==> src/rtl/rand_pkg.sv <==
// Shared definitions for the bounded random value generator.
package rand_pkg;

  localparam int DEFAULT_WIDTH     = 8;
  localparam int DEFAULT_MAX_TRIES = 8;

  typedef enum logic [1:0] {
    IDLE,
    DRAW,
    TEST,
    HOLD
  } state_t;

endpackage

==> src/rtl/range_mask.sv <==
// Smears the highest set bit of n_minus_1 downward, giving the smallest 2^k-1 >= n_minus_1.
module range_mask #(
  parameter int WIDTH = 8
) (
  input  logic [WIDTH-1:0] n_minus_1,
  output logic [WIDTH-1:0] mask
);

  always_comb begin
    mask = n_minus_1;
    for (int i = 1; i < WIDTH; i = i * 2) begin
      mask = mask | (mask >> i);
    end
  end

endmodule

==> src/rtl/rand_range.sv <==
// Turns raw LFSR words into a value in [0, N) by masked rejection sampling,
// with a bounded number of retries and a subtract-N fallback.
module rand_range
  import rand_pkg::*;
#(
  parameter int WIDTH     = DEFAULT_WIDTH,
  parameter int MAX_TRIES = DEFAULT_MAX_TRIES
) (
  input  logic             clk,
  input  logic             reset,
  input  logic             req,
  input  logic [WIDTH-1:0] range_in,
  output logic             ready,
  output logic             rand_en,
  input  logic [WIDTH-1:0] rand_in,
  output logic [WIDTH-1:0] result,
  output logic             valid,
  input  logic             ack
);

  localparam logic [3:0] LAST_TRY = 4'(MAX_TRIES - 1);

  state_t           state;
  logic [WIDTH-1:0] n_q;
  logic [WIDTH-1:0] mask_q;
  logic [WIDTH-1:0] result_q;
  logic [3:0]       tries_q;
  logic [WIDTH-1:0] range_m1;
  logic [WIDTH-1:0] mask_next;
  logic [WIDTH-1:0] cand;

  assign range_m1 = range_in - WIDTH'(1);
  assign cand     = rand_in & mask_q;

  range_mask #(.WIDTH(WIDTH)) u_range_mask (
    .n_minus_1 (range_m1),
    .mask      (mask_next)
  );

  assign ready   = (state == IDLE);
  assign valid   = (state == HOLD);
  assign rand_en = (state == DRAW);
  assign result  = result_q;

  // A masked candidate is always below 2N, so the fallback subtraction cannot wrap.
  always_ff @(posedge clk or negedge reset) begin
    if (!reset) begin
      state    <= IDLE;
      n_q      <= '0;
      mask_q   <= '0;
      result_q <= '0;
      tries_q  <= '0;
    end else begin
      case (state)
        IDLE: begin
          if (req) begin
            n_q     <= range_in;
            mask_q  <= mask_next;
            tries_q <= '0;
            if (range_in <= WIDTH'(1)) begin
              result_q <= '0;
              state    <= HOLD;
            end else begin
              state <= DRAW;
            end
          end
        end
        DRAW: state <= TEST;
        TEST: begin
          if (cand < n_q) begin
            result_q <= cand;
            state    <= HOLD;
          end else if (tries_q == LAST_TRY) begin
            result_q <= cand - n_q;
            state    <= HOLD;
          end else begin
            tries_q <= tries_q + 4'd1;
            state   <= DRAW;
          end
        end
        HOLD: begin
          if (ack) state <= IDLE;
        end
        default: state <= IDLE;
      endcase
    end
  end

endmodule

==> config.mk <==
export PLATFORM = sky130hd
export DESIGN_NAME = rand_range
export DESIGN_NICKNAME = d
export VERILOG_FILES = /design/src/rtl/rand_pkg.sv /design/src/rtl/range_mask.sv /design/src/rtl/rand_range.sv
export SDC_FILE = /design/constraint.sdc
export NUM_CORES = 1
export LEC_CHECK = 0
export CAP_MARGIN = 20
export CORE_UTILIZATION = 45
export CTS_BUF_LIST = sky130_fd_sc_hd__clkbuf_16
export CTS_CLUSTER_DIAMETER = 200
export DETAILED_ROUTE_END_ITERATION = 6
export PLACE_DENSITY_LB_ADDON = 0.15
export SYNTH_ARGS = -nofsm -noshare
export SYNTH_HDL_FRONTEND = slang
export SYNTH_SLANG_ARGS = --single-unit
==> constraint.sdc <==
create_clock -name clk -period 2 [get_ports clk]
set_input_delay 0.2 -clock clk [delete_from_list [all_inputs] [get_ports clk]]
set_output_delay 0.2 -clock clk [all_outputs]
set_load 0.02 [all_outputs]
==> flow_summary.json, run 1 <==
{
  "status": "finished with violations",
  "violations": "design-rule violations, negative setup slack",
  "place_ws_ps": -434,
  "min_path_type": "in -> async",
  "fin_nets": 344,
  "synth_edf_count": 0,
  "worst_slew_pin_slew_ps": 389,
  "crit_family": "compound AO/OA/AOI/OAI gates",
  "clockRootBuffer": "clkbuf_16",
  "slew_headroom_pct": 74.0,
  "slew_viol_final": 0,
  "io_pins": 31,
  "ys_seq_elements": 30,
  "final_common_cell": "buf_4",
  "diodes": 0,
  "grtUsageMet2_pct": 40.6,
  "max_freq_ghz": 0.467,
  "initial_utilization_pct": 46.6,
  "ctsHtreeMaxLevel": 2,
  "crit_buf_inv": 3,
  "synth.distinct_cells": 61,
  "routed_wirelength_um": 5480,
  "ant_nets": 0,
  "worstPathRequired_ps": 2160,
  "netlist.area_leader.share_pct": 37.0,
  "global_route.peak_usage_layer": "met2",
  "cp_max_fo": 4,
  "vdd_ir_drop_max_v": 0.000627,
  "coreArea_um2": 4350,
  "grt_usage_pct": 24.2,
  "cts_tree": "done",
  "startpoint_type": "register",
  "powerDensity_nw_per_um2": 1630,
  "synthArstFlopShare_pct": 100,
  "synth_nets": 251,
  "vias": 1971,
  "grt_pass1_wl_um": 9090,
  "ys.flop_type": "dfrtp_1",
  "route.detailed.drc": 1,
  "p_leak_nw": 1.41,
  "finalSetupViolCount": 9,
  "gp_congestion": 0.878,
  "cts_sinks": 30,
  "netlist_instances": 218,
  "die-area_um2": 4780,
  "rows": 24,
  "finalCritPeriodShare_pct": 107,
  "firstDrtPassIters": 6,
  "total_power_w": 0.00521,
  "crit_path_end_kind": "register",
  "cp_slowest_cell": "dfrtp_1",
  "grt_pass1_vias": 1996,
  "cts-buffers-inserted": 5,
  "antenna_found_initial": 0,
  "hpwl_um": 3870,
  "yosysTopAreaCell": "dfrtp_1",
  "synth.area.top_cells": "dfrtp_1, ha_1, inv_1",
  "worst_skew_pair.late_latency_ps": 270,
  "cts_hold_repair.buffers": 0,
  "io_buffer_count": 30,
  "rsz0062_at_grt": "true",
  "syn_to_final_growth_pct": 57.1,
  "cp_cell_sequence": "nand2_2 > ha_4 > inv_2 > fa_2 > nand3_4 > a21oi_4 > o211ai_1 > buf_4 > inv_1 > a221o_1",
  "crit_arrival_ps": 2300,
  "grt_util_met1_pct": 30.0,
  "die_y_um": 69.2,
  "ys_seq_area_share_pct": 37.0,
  "clock_path_buffers": 2,
  "drive_gt1_share_pct": 36.8,
  "period_minus_slack_ps": 2140,
  "grt_max_degree": 31,
  "maxCapViolCount": 0,
  "overflow": 0,
  "synth.avg_cell_area_um2": 9.31,
  "syn_area_um2": 2030,
  "yosys_warnings": 0,
  "clkTransAtPathRegs_ps": 50,
  "use_met3_pct": 4.53,
  "post-route-util_pct": 73.2,
  "final_cell_mix": "buf_4, dfrtp_1, clkdlybuf4s50_1, inv_1, nor2_1",
  "crit_type": "reg -> reg",
  "die_w_um": 69.2,
  "setup_ws_ps": -141,
  "fin_worst_skew_ps": 5.46,
  "cpPeakStageDelay_ps": 390,
  "final_hold_viol_count": 0,
  "drtIter0Drc": 97,
  "wl_per_cell_um": 15.1,
  "via_per_inst": 5.44
}
[cell families after synthesis]
group           synth area share, %
compound gates                 21.1
xor+xnor                       3.02
fa+ha+maj                      8.38
buf+inv                        4.99
flops                          37.0
mux                            4.44
simple gates                   21.1
[Yosys cell counts (2+ instances only)]
| cell type | instances |
|---|---|
| a2111oi_0 | 2 |
| a211oi_1 | 2 |
| a21oi_1 | 10 |
| a221o_1 | 4 |
| a311oi_1 | 2 |
| a31oi_1 | 3 |
| and2_1 | 7 |
| and3_1 | 3 |
| buf_2 | 2 |
| clkbuf_1 | 3 |
| dfrtp_1 | 30 |
| ha_1 | 12 |
| inv_1 | 18 |
| mux2_2 | 4 |
| mux2i_1 | 3 |
| nand2_1 | 18 |
| nand2b_1 | 5 |
| nor2_1 | 17 |
| nor2b_1 | 4 |
| nor3_1 | 4 |
| nor3b_1 | 3 |
| nor4b_1 | 2 |
| o21a_1 | 2 |
| o21ai_0 | 12 |
| o22a_1 | 2 |
| o31ai_1 | 3 |
| or2_2 | 2 |
| xnor2_1 | 5 |
| xor2_1 | 2 |
[worst reg2reg max path, delay by kind of cell, from the launching register on]
kind	cells	cell delay, ps
AOI/OAI and AO/OA	3	680
adders and majority gates	2	490
buffers and inverters	3	250
DFF	1	390
and+or+nand+nor	2	210
[area by class of cell]
class / count / area (µm²)
clock buffer: 5 / 125
multi-input combinational: 163 / 1390
clock inverter: 1 / 3.75
timing repair buffer: 93 / 787
sequential: 30 / 751
tap: 52 / 65.1
fill: 314 / 1170
inverter: 18 / 67.6
[path summary, 6_finish.rpt]
path | to | slack [ps] | from | cells after the start
hold / removal | result[5] | 320 | reset | 2
min in group clk | mask_q[1] | 500 | mask_q[1] | 1
setup reg to reg | result[7] | -140 | mask_q[0] | 10
max in group asynchronous | tries_q[3] | 1390 | reset | 2
setup / recovery | result[7] | -140 | mask_q[0] | 10
hold reg to reg | mask_q[1] | 500 | mask_q[1] | 1
[sequential cells by signal, indices dropped and copies added, names as in the netlist]
name	flops
result	8
tries_q	4
state	2
mask_q	8
n_q	8
[power breakdown]
group | internal, W | switching (W) | total (W) | leakage, nW
clock | 0.000441 | 0.000247 | 0.000688 | 0.0632
combinational | 0.00185 | 0.00166 | 0.00351 | 0.993
sequential | 0.000856 | 0.000159 | 0.00101 | 0.355
[routing by layer]
layer  vias to the layer above  share of wire, %
li1                        972                 -
met1                       934                44
met2                        49                50
met3                        16               3.0
met4                         0               3.0
met5                         -                 0
[what timing repair did]
item	in CTS	in global routing
gates resized for setup	23	15
pin swaps	15	6
setup endpoints to repair	12	13
setup buffers	4	7
[through the flow]
stage,setup TNS (ps),hold slack (ps),instances,area [µm²]
floorplan,-411,-95.6,218,2100
global placement,-5050,482,347,2840
detailed placement,-5480,490,347,2840
CTS,-943,337,356,3080
global route,-1500,370,362,3190
finish,-795,320,362,3190
Power figures use the tool's default switching activity.
==> inputs of run 2 (changes only) <==
--- a/config.mk
+++ b/config.mk
@@ -11,6 +11,7 @@
 export CTS_CLUSTER_DIAMETER = 200
 export DETAILED_ROUTE_END_ITERATION = 6
 export PLACE_DENSITY_LB_ADDON = 0.15
+export SKIP_LAST_GASP = 1
 export SYNTH_ARGS = -nofsm -noshare
 export SYNTH_HDL_FRONTEND = slang
 export SYNTH_SLANG_ARGS = --single-unit
==> flow_summary.json, run 2 (synthesis results as in run 1) <==
{
  "clock_path_buffers": 2,
  "via_per_inst": 5.58,
  "final_common_cell": "buf_4",
  "maxCapViolCount": 0,
  "route.detailed.drc": 1,
  "critPathLaunch": "mask_q[4]",
  "hpwl_um": 3870,
  "grt_pass1_wl_um": 9110,
  "startpoint_type": "register",
  "whs_ps": 325,
  "slew_headroom_pct": 73.2,
  "cts_tree": "done",
  "final_hold_viol_count": 0,
  "antenna_found_initial": 0,
  "wl_per_cell_um": 15.4,
  "drtIter0Drc": 108,
  "post-route-util_pct": 72.4,
  "grt_pass1_vias": 1993,
  "die_w_um": 69.2,
  "rows": 24,
  "crit_path_end_kind": "register",
  "worst_r2r_endpoint": "tries_q[1]",
  "worst_slew_pin_slew_ps": 402,
  "rsz0062_at_grt": "true",
  "cts_hold_repair.buffers": 0,
  "max_freq_ghz": 0.472,
  "final_cell_mix": "buf_4, dfrtp_1, clkdlybuf4s50_1, inv_1",
  "slew_viol_final": 0,
  "r2r_setup_slack_ps": -120,
  "gp_congestion": 0.878,
  "status": "finished with violations",
  "min_path_type": "in -> async",
  "total_power_w": 0.00510,
  "cp_max_fo": 4,
  "worstPathRequired_ps": 2150,
  "worst_r2r_path_depth": 7,
  "drive_gt1_share_pct": 35.7,
  "coreArea_um2": 4350,
  "period_minus_slack_ps": 2120,
  "die_y_um": 69.2,
  "nFillCells": 320,
  "io_pins": 31,
  "syn_to_final_growth_pct": 55.2,
  "initial_utilization_pct": 46.6,
  "crit_arrival_ps": 2270,
  "fin_worst_skew_ps": 2.71,
  "worst_skew_pair.late_latency_ps": 270,
  "grt_max_degree": 31,
  "clkTransAtPathRegs_ps": 50,
  "vias": 2007,
  "io_buffer_count": 30,
  "r2r_start": "mask_q[4]",
  "cts-buffers-inserted": 5,
  "routed_wirelength_um": 5550,
  "crit_type": "reg -> reg",
  "clockRootBuffer": "clkbuf_16",
  "fin_nets": 342,
  "finalCritPeriodShare_pct": 106,
  "ctsHtreeMaxLevel": 2,
  "grt_usage_pct": 24.3,
  "setup_ws_ps": -121,
  "violations": "design-rule violations, negative setup slack",
  "powerDensity_nw_per_um2": 1620,
  "firstDrtPassIters": 6,
  "vdd_ir_drop_max_v": 0.000621,
  "p_leak_nw": 1.39,
  "cts_sinks": 30,
  "die-area_um2": 4780,
  "diodes": 0,
  "overflow": 0,
  "finalSetupViolCount": 10,
  "ant_nets": 0
}
## run 2: worst max-delay path by stage
| stage | cells after the start | slack [ps] | endpoint |
|---|---|---|---|
| floorplan | 8 | -120 | result[4] |
| CTS | 10 | -130 | result[7] |
| global route | 8 | -190 | result[2] |
| global placement | 10 | -400 | result[4] |
| finish | 7 | -120 | tries_q[1] |
| detailed placement | 9 | -430 | result[7] |
## run 2: stage by stage
step	std cells	area, µm²	setup WS (ps)	setup TNS (ps)
5_1_grt	360	3150	-191	-1620
2_1_floorplan	218	2100	-122	-411
4_1_cts	356	3080	-132	-957
3_3_place_gp	347	2840	-400	-5050
3_5_place_dp	347	2840	-434	-5480
6_report	360	3150	-121	-871
## run 2: per-layer routing
layer	track usage [%]	up-vias	share of wire, %
met2	41.0	72	50
met3	4.53	17	4.0
met1	29.9	947	43
met4	11.1	0	3.3
met5	0	-	0
li1	-	971	-
## run 2: worst max-delay path: stages (launching register included)
cell	delay [ps]
dfrtp_1	380
and2_4	160
ha_4	280
nand4_1	170
a21oi_4	220
nor2_4	80
or3_4	410
mux2_4	300
## run 2: report_power, final
part	switching, W	internal [W]
clock	0.000237	0.000440
combinational	0.00163	0.00178
sequential	0.000158	0.000856
## run 2: repair_timing
item,CTS,global route
pin swaps,15,9
gates cloned,0,0
setup buffers,4,4
setup endpoints to repair,12,13
gates resized for setup,22,11
## run 2: cell type report
class | count | area [µm²] | area share [%]
Multi-Input combinational cell | 163 | 1370 | 43.6
Timing Repair Buffer | 91 | 764 | 24.3
Sequential cell | 30 | 751 | 23.8
Clock buffer | 5 | 125 | 3.97
Inverter | 18 | 67.6 | 2.14
Tap cell | 52 | 65.1 | 2.07
Clock inverter | 1 | 3.75 | 0.119
==> inputs of run 3 (changes only) <==
--- a/config.mk
+++ b/config.mk
@@ -10,6 +10,7 @@
 export CTS_BUF_LIST = sky130_fd_sc_hd__clkbuf_16
 export CTS_CLUSTER_DIAMETER = 200
 export DETAILED_ROUTE_END_ITERATION = 6
+export HOLD_SLACK_MARGIN = 0.1
 export PLACE_DENSITY_LB_ADDON = 0.15
 export SKIP_LAST_GASP = 1
 export SYNTH_ARGS = -nofsm -noshare
==> results of run 3 <==
Final layout, timing and power as in run 2 (identical DEF).
